### src/rtl/stream_mac.sv
`default_nettype none
// ============================================================================
//  Module   : stream_mac
//  Purpose  : Streaming multiply-accumulate over packets of operand pairs.
//             Each accepted beat forms i*k (stage 1), which is added into a
//             wide accumulator (stage 2). The first beat of a packet seeds the
//             accumulator from the bias or from the previous packet's final
//             sum (chaining). After the last beat, the sum is rounded,
//             shifted, optionally saturated and presented as one result beat.
//  Ports    : clk, reset            - clock (rising edge), async active-high reset
//             i_TDATA/k_TDATA       - activation / weight operands
//             i_TVALID/i_TLAST      - operand pair valid / last pair of packet
//             i_TREADY              - unit accepts a pair
//             b_TDATA, b_enable     - bias and seed select, taken on first beat
//             o_TDATA/o_TUSER       - formatted result / result was clipped
//             o_TVALID/o_TREADY     - result handshake
//  Revision : 1.0 - initial release
// ============================================================================
module stream_mac #(
    parameter int DATA_W = 8,
    parameter int ACC_W  = 24,
    parameter int OUT_W  = 8,
    parameter int SHIFT  = 0,
    parameter int SIGNED = 0,
    parameter int ROUND  = 0,
    parameter int SAT    = 1
) (
    input  logic              clk,
    input  logic              reset,
    input  logic [DATA_W-1:0] i_TDATA,
    input  logic [DATA_W-1:0] k_TDATA,
    input  logic              i_TVALID,
    input  logic              i_TLAST,
    output logic              i_TREADY,
    input  logic [ACC_W-1:0]  b_TDATA,
    input  logic              b_enable,
    output logic [OUT_W-1:0]  o_TDATA,
    output logic              o_TVALID,
    input  logic              o_TREADY,
    output logic              o_TUSER
);

    // Formatting works two bits wider than the accumulator so that rounding
    // of an unsigned near-full-scale sum cannot wrap.
    localparam int   c_W    = ACC_W + 2;
    localparam logic c_SGN  = (SIGNED != 0);
    localparam logic c_SAT  = (SAT != 0);
    localparam int   c_RSH  = (SHIFT > 0) ? SHIFT - 1 : 0;

    localparam logic signed [c_W-1:0] c_ONE  = c_W'(1);
    localparam logic signed [c_W-1:0] c_RND  = ((ROUND != 0) && (SHIFT > 0)) ?
                                               (c_ONE <<< c_RSH) : '0;
    localparam logic signed [c_W-1:0] c_OMAX = c_SGN ?
                                               (c_ONE <<< (OUT_W - 1)) - c_ONE :
                                               (c_ONE <<< OUT_W) - c_ONE;
    localparam logic signed [c_W-1:0] c_OMIN = c_SGN ?
                                               -(c_ONE <<< (OUT_W - 1)) : '0;

    typedef enum logic [1:0] {
        S_RUN   = 2'd0,
        S_DRAIN = 2'd1,
        S_OUT   = 2'd2
    } state_t;

    // ------------------------------------------------------------------
    // State
    // ------------------------------------------------------------------
    state_t                state_q,   state_d;
    logic                  in_pkt_q,  in_pkt_d;   // a non-last beat has been taken
    logic [2*DATA_W-1:0]   prod_q,    prod_d;
    logic                  p_valid_q, p_valid_d;
    logic                  p_first_q, p_first_d;
    logic                  p_last_q,  p_last_d;
    logic [ACC_W-1:0]      p_bias_q,  p_bias_d;
    logic                  p_ben_q,   p_ben_d;
    logic [ACC_W-1:0]      acc_q,     acc_d;
    logic                  i_tready_q, i_tready_d;
    logic                  o_tvalid_q, o_tvalid_d;
    logic [OUT_W-1:0]      o_tdata_q,  o_tdata_d;
    logic                  o_tuser_q,  o_tuser_d;

    // ------------------------------------------------------------------
    // Datapath helpers
    // ------------------------------------------------------------------
    logic                  w_beat;
    logic [2*DATA_W-1:0]   w_i_ext;
    logic [2*DATA_W-1:0]   w_k_ext;
    logic [ACC_W-1:0]      w_prod_ext;
    logic signed [c_W-1:0] w_acc_x;
    logic signed [c_W-1:0] w_rnd;
    logic signed [c_W-1:0] w_shf;
    logic [OUT_W-1:0]      w_fmt;
    logic                  w_clip;

    assign w_beat = i_TVALID & i_tready_q;

    // Operands widened to the product width first; the low 2*DATA_W bits of
    // the widened multiply are the exact signed or unsigned product.
    assign w_i_ext = {{DATA_W{c_SGN & i_TDATA[DATA_W-1]}}, i_TDATA};
    assign w_k_ext = {{DATA_W{c_SGN & k_TDATA[DATA_W-1]}}, k_TDATA};

    generate
        if (SIGNED != 0) begin : g_sext
            assign w_prod_ext = ACC_W'($signed(prod_q));
        end else begin : g_zext
            assign w_prod_ext = ACC_W'(prod_q);
        end
    endgenerate

    // Result formatting from the settled accumulator.
    assign w_acc_x = {{2{c_SGN & acc_q[ACC_W-1]}}, acc_q};
    assign w_rnd   = w_acc_x + c_RND;
    assign w_shf   = w_rnd >>> SHIFT;

    always_comb begin
        w_fmt  = w_shf[OUT_W-1:0];
        w_clip = 1'b0;
        if (c_SAT) begin
            if (w_shf > c_OMAX) begin
                w_fmt  = c_OMAX[OUT_W-1:0];
                w_clip = 1'b1;
            end else if (w_shf < c_OMIN) begin
                w_fmt  = c_OMIN[OUT_W-1:0];
                w_clip = 1'b1;
            end
        end
    end

    // ------------------------------------------------------------------
    // Next-state logic
    // ------------------------------------------------------------------
    always_comb begin
        state_d    = state_q;
        in_pkt_d   = in_pkt_q;
        prod_d     = prod_q;
        p_valid_d  = w_beat;
        p_first_d  = p_first_q;
        p_last_d   = p_last_q;
        p_bias_d   = p_bias_q;
        p_ben_d    = p_ben_q;
        acc_d      = acc_q;
        o_tdata_d  = o_tdata_q;
        o_tuser_d  = o_tuser_q;

        // Stage 1: product and packet framing.
        if (w_beat) begin
            prod_d    = w_i_ext * w_k_ext;
            p_first_d = ~in_pkt_q;
            p_last_d  = i_TLAST;
            p_bias_d  = b_TDATA;
            p_ben_d   = b_enable;
            in_pkt_d  = ~i_TLAST;
        end

        // Stage 2: accumulate; a first beat without bias continues from the
        // retained sum of the previous packet.
        if (p_valid_q) begin
            if (p_first_q && p_ben_q) begin
                acc_d = p_bias_q + w_prod_ext;
            end else begin
                acc_d = acc_q + w_prod_ext;
            end
        end

        // The FSM leaves RUN once the last product reaches stage 2, so DRAIN
        // is the single cycle in which the final sum sits in acc_q.
        case (state_q)
            S_RUN: begin
                if (p_valid_q && p_last_q) begin
                    state_d = S_DRAIN;
                end
            end
            S_DRAIN: begin
                state_d   = S_OUT;
                o_tdata_d = w_fmt;
                o_tuser_d = w_clip;
            end
            S_OUT: begin
                if (o_TREADY) begin
                    state_d = S_RUN;
                end
            end
            default: begin
                state_d = S_RUN;
            end
        endcase

        // Input closes on the edge that takes the last beat and stays closed
        // until the result has been handed off.
        i_tready_d = (state_d == S_RUN) && !(w_beat && i_TLAST);
        o_tvalid_d = (state_d == S_OUT);
    end

    // ------------------------------------------------------------------
    // Registers
    // ------------------------------------------------------------------
    always_ff @(posedge clk or posedge reset) begin
        if (reset) begin
            state_q    <= S_RUN;
            in_pkt_q   <= 1'b0;
            prod_q     <= '0;
            p_valid_q  <= 1'b0;
            p_first_q  <= 1'b0;
            p_last_q   <= 1'b0;
            p_bias_q   <= '0;
            p_ben_q    <= 1'b0;
            acc_q      <= '0;
            i_tready_q <= 1'b1;
            o_tvalid_q <= 1'b0;
            o_tdata_q  <= '0;
            o_tuser_q  <= 1'b0;
        end else begin
            state_q    <= state_d;
            in_pkt_q   <= in_pkt_d;
            prod_q     <= prod_d;
            p_valid_q  <= p_valid_d;
            p_first_q  <= p_first_d;
            p_last_q   <= p_last_d;
            p_bias_q   <= p_bias_d;
            p_ben_q    <= p_ben_d;
            acc_q      <= acc_d;
            i_tready_q <= i_tready_d;
            o_tvalid_q <= o_tvalid_d;
            o_tdata_q  <= o_tdata_d;
            o_tuser_q  <= o_tuser_d;
        end
    end

    assign i_TREADY = i_tready_q;
    assign o_TVALID = o_tvalid_q;
    assign o_TDATA  = o_tdata_q;
    assign o_TUSER  = o_tuser_q;

endmodule
`default_nettype wire

### config.mk
export PLATFORM = sky130hd
export DESIGN_NAME = stream_mac
export DESIGN_NICKNAME = d
export VERILOG_FILES = /design/src/rtl/stream_mac.sv
export SDC_FILE = /design/constraint.sdc
export NUM_CORES = 1
export LEC_CHECK = 0
export ABC_AREA = 0
export CAP_MARGIN = 20
export CORE_MARGIN = 8
export CORE_UTILIZATION = 61
export CTS_BUF_LIST = sky130_fd_sc_hd__clkbuf_4 sky130_fd_sc_hd__clkbuf_8
export DETAILED_ROUTE_END_ITERATION = 8
export PLACE_DENSITY = 0.84
export SLEW_MARGIN = 25
export SYNTH_ARGS = -nofsm -noshare
export SYNTH_HDL_FRONTEND = slang
export SYNTH_SLANG_ARGS = --single-unit
### constraint.sdc
create_clock -name clk -period 4.9 [get_ports clk]
set_input_delay 0.49 -clock clk [delete_from_list [all_inputs] [get_ports clk]]
set_output_delay 0.49 -clock clk [all_outputs]
set_load 0.03 [all_outputs]
==> results of run 1 <==
==> layer usage <==
layer,part of all wire,global-route usage,up-vias
li1,-,-,2546
met1,0.43,0.255,2562
met2,0.51,0.371,123
met3,0.043,0.0390,19
met4,0.018,0.0727,0
met5,0,0,-
==> repair_timing <==
action / CTS / global route
setup endpoints to repair: 0 / 1
hold buffers: 0 / 0
resized for setup: 0 / 2
==> worst paths after layout <==
check	startpoint	to	slack (ns)	cells past startpoint
max	k_TDATA[4]	prod_q[13]	0.34	16
min	p_bias_q[0]	p_bias_q[0]	0.48	2
max reg2reg	p_ben_q	acc_q[23]	1.29	13
min reg2reg	p_bias_q[0]	p_bias_q[0]	0.48	2
max in group asynchronous	reset	p_valid_q	3.37	3
min in group asynchronous	reset	o_TDATA[0]	0.54	2
==> tightest hold or removal path: cells and delay by family, from the launching register on <==
| kind | cells | cell delay [ns] |
|---|---|---|
| flip-flops | 1 | 0.35 |
| AND/OR/NAND/NOR | 2 | 0.10 |
==> cell type report <==
type / instances / area share
clock inverters: 4 / 0.00388
repair buffers: 80 / 0.100
well taps: 136 / 0.0230
clock buffers: 12 / 0.0198
flip-flops and latches: 82 / 0.277
multi-input cells: 556 / 0.543
inverters: 65 / 0.0331
==> cells in the mapped netlist, drive strengths merged (2+ instances only) <==
cell type	count	share of area
nand2	189	0.11
dfrtp	81	0.32
inv	64	0.038
and2	52	0.051
ha	52	0.10
fa	37	0.12
a21oi	33	0.026
o21ai	25	0.020
clkbuf	20	0.012
xor2	17	0.023
nand3	16	0.015
nor2	16	0.0094
mux2	13	0.023
a21o	12	0.014
xnor2	10	0.014
o22a	9	0.012
nor3	8	0.0063
nand4	7	0.0068
a211oi	6	0.0078
and3	5	0.0049
mux2i	4	0.0063
nand2b	4	0.0039
nor2b	4	0.0039
nor4	4	0.0039
a41oi	3	0.0041
buf	3	0.0018
o21a	3	0.0035
a2111oi	2	0.0037
a311oi	2	0.0037
a31oi	2	0.0020
or2	2	0.0020
or4	2	0.0023
==> power breakdown <==
| part | internal [mW] | total (mW) | switching, mW |
|---|---|---|---|
| registers | 0.977 | 1.25 | 0.270 |
| logic | 1.10 | 2.48 | 1.39 |
| clock network | 0.201 | 0.440 | 0.239 |
| total | 2.28 | 4.17 | 1.90 |
==> logic make-up after synthesis <==
family / synth area share
buf+inv: 0.0516
fa+ha+maj: 0.217
simple gates: 0.226
xor+xnor: 0.0370
mux: 0.0291
compound gates: 0.118
flops: 0.321
==> state kept, by name (all words and copies together), names as in the netlist <==
name,cells
p_last_q,1
o_TDATA,8
p_bias_q,24
p_first_q,1
o_TVALID,1
o_TUSER,1
p_valid_q,1
acc_q,24
prod_q,16
i_TREADY,1
p_ben_q,1
in_pkt_q,1
state_q,2
==> layout by cell type, fill, tap and decap left out, types with 2 or more instances in the layout <==
cell             Yosys  routed
nor4_1               4       4
a41oi_1              3       2
xnor2_1             10      10
nor3_1               8       8
and2_1              52      52
clkinv_2             0       2
a31oi_1              2       2
nand4_1              7       7
nor2_1              16      16
buf_4                0      24
nor2b_1              4       4
mux2i_1              4       4
nand2b_1             4       4
o21ai_1              2       2
fa_1                37      37
dfrtp_1             81      80
a21o_1              12      12
o21ai_0             23      23
a211oi_1             5       5
nand2_1            189     189
and3_1               5       5
o22a_1               9       9
clkdlybuf4s50_1      0      55
ha_1                52      52
clkinvlp_4           0       2
o21a_1               3       3
inv_1               64      63
a21oi_1             33      33
clkbuf_8             0       9
clkbuf_4             0       3
xor2_1              17      17
mux2_2              13      13
nand3_1             14      14
or4_1                2       2
or2_2                2       2
==> through the flow <==
step	instances	utilization	setup slack (ns)	hold WS [ns]	cell area [um^2]
floorplan	726	-	0.569	0.438	6400
global placement	919	0.703	-0.00134	0.450	7220
detailed placement	919	0.703	-0.137	0.462	7220
CTS	935	0.720	0.272	0.482	7400
global route	935	0.721	0.0613	0.500	7410
finish	935	0.721	0.340	0.476	7410
==> load_flow_metrics.sql, run 1 <==
INSERT INTO impl_metrics (metric_group, metric, value, unit) VALUES
('status', 'status', 'finished clean', ''),
('floorplanning', 'die_w', '118', 'um'),
('power', 'power.total', '4.17', 'mW'),
('hold_path', 'hold_path.class', 'reg2reg', ''),
('setup_path', 'slowest_delay', '0.55', 'ns'),
('detailed_routing', 'vias_per_cell', '5.61', ''),
('placement', 'routabilityCongestion', '0.923', ''),
('detailed_routing', 'drc', '0', ''),
('timing', 'max-slew-margin-rel', '0.472', ''),
('yosys', 'seq_area_frac_synth', '0.321', ''),
('cells_and_area', 'fillers', '789', ''),
('job', 'max_cap_viol_count', '0', ''),
('cts', 'clkLatencyLatePin', '0.36', 'ns'),
('floorplanning', 'pin_count', '57', ''),
('timing', 'final_period_minus_worst_setup_slack', '4.56', 'ns'),
('detailed_routing', 'ant_nets', '0', ''),
('power', 'worst_ir_drop_vdd', '0.321', 'mV'),
('detailed_routing', 'route.vias.total', '5250', ''),
('cts', 'post-cts-setup-buffers', '0', ''),
('setup_path', 'data_required_time_at_the_worst_endpoint', '5.13', 'ns'),
('floorplanning', 'starting_density', '0.623', ''),
('cells_and_area', 'area_delta_synth_final', '15.8', '%'),
('setup_path', 'cp_cell_sequence', 'clkdlybuf4s50_1 > and2_1 > fa_1 > fa_1 > fa_1 > inv_1 > fa_1 > inv_1 > ha_1 > or2_2 > a21oi_1 > a21oi_1 > a41oi_2 > nor2b_1 > xor2_1 > o21ai_0', ''),
('global_routing', 'globalRouteOverflowTotal', '0', ''),
('cts', 'cts_htree_levels', '3', ''),
('yosys', 'synth_fp_nets', '861', ''),
('global_routing', 'globalRouteTotalUtil', '0.211', ''),
('cells_and_area', 'post_route_cells_drive_above_1_share', '0.0876', ''),
('cells_and_area', 'antenna_diode_count', '0', ''),
('floorplanning', 'core_region_area', '10300', 'um^2'),
('yosys', 'yosysUniqueCellTypes', '57', ''),
('setup_path', 'cp.buffers_inverters', '3', ''),
('setup_path', 'crit_path_arrival_time', '4.79', 'ns'),
('cells_and_area', 'final_nets', '929', ''),
('yosys', 'mappedNetlistArea', '6400', 'um^2'),
('floorplanning', 'row_count', '37', ''),
('setup_path', 'critical_path_endpoint_category', 'flip-flop', ''),
('detailed_routing', 'number_of_iterations_in_the_first_detailed_routing_pass', '5', ''),
('timing', 'final-setup-viol-count', '0', ''),
('timing', 'fin_skew', '0.0111', 'ns'),
('timing', 'timing.setup.tns', '0', 'ns'),
('timing', 'rsz0062_at_grt', 'no', ''),
('power', 'p_leak', '3.66', 'nW'),
('global_routing', 'via_count_of_the_first_global_routing_pass', '5463', ''),
('setup_path', 'cp-start-kind', 'input pin', ''),
('timing', 'slew_viol_final', '0', ''),
('cts', 'cts-buffers-inserted', '9', ''),
('setup_path', 'timing.critical_path.max_delay_family', 'adder cells', ''),
('timing', 'highest_attainable_clock_frequency', '219', 'MHz'),
('yosys', 'syn-instance-count', '726', ''),
('global_routing', 'grt_antenna_before_repair', '0', ''),
('detailed_routing', 'wl_per_cell', '15.0', 'um'),
('cts', 'cts_tree', 'built', ''),
('cts', 'cts.clk_slew.worst_paths', '0.08', 'ns'),
('cts', 'clk_path_buf_depth', '2', ''),
('yosys', 'post_synth_edffs', '0', ''),
('global_routing', 'first_pass_grt_wire_length', '24900', 'um'),
('timing', 'hold_viol', '0', ''),
('yosys', 'synth.avg_cell_area', '8.81', 'um^2'),
('floorplanning', 'die-height', '118', 'um'),
('cells_and_area', 'multiInputGateArea', '4020', 'um^2'),
('setup_path', 'crit_path_max_delay_cell_type', 'fa_1', ''),
('yosys', 'synth-seq-cells', '82', ''),
('yosys', 'async_reset_ff_frac', '1.00', ''),
('detailed_routing', 'drt-initial-drc-count', '373', ''),
('timing', 'pin_slew_with_the_least_headroom_to_its_limit', '0.791', 'ns'),
('setup_path', 'critPathMostFrequentCell', 'fa_1', ''),
('detailed_routing', 'route.final.wire_length', '14000', 'um'),
('timing', 'final_min_period_over_clock_period', '0.931', ''),
('global_routing', 'grt_max_degree', '54', ''),
('placement', 'placement.io_buffers', '56', ''),
('floorplanning', 'die_area', '14000', 'um^2'),
('cts', 'clock_sinks', '82', ''),
('power', 'power_per_cell_area', '563', 'nW/um^2'),
('yosys', 'synth_flop_cell', 'dfrtp_1', ''),
('setup_path', 'critPathMaxFanout', '6', ''),
('yosys', 'ys.warnings.count', '0', ''),
('cts', 'clk_root_buffer_cell', 'clkbuf_8', ''),
('placement', 'hpwlAfterDp', '10900', 'um'),
('setup_path', 'critical_path_class', 'in2reg', ''),
('cells_and_area', 'regArea', '2050', 'um^2');
Note: power is estimated with default switching activity, not from simulation.
==> inputs of run 2 (changes only) <==
--- a/config.mk
+++ b/config.mk
@@ -11,6 +11,7 @@
 export CORE_UTILIZATION = 61
 export CTS_BUF_LIST = sky130_fd_sc_hd__clkbuf_4 sky130_fd_sc_hd__clkbuf_8
 export DETAILED_ROUTE_END_ITERATION = 8
+export HOLD_SLACK_MARGIN = 0.03
 export PLACE_DENSITY = 0.84
 export SLEW_MARGIN = 25
 export SYNTH_ARGS = -nofsm -noshare
==> results of run 2 <==
Final layout, timing and power as in run 1 (identical DEF).
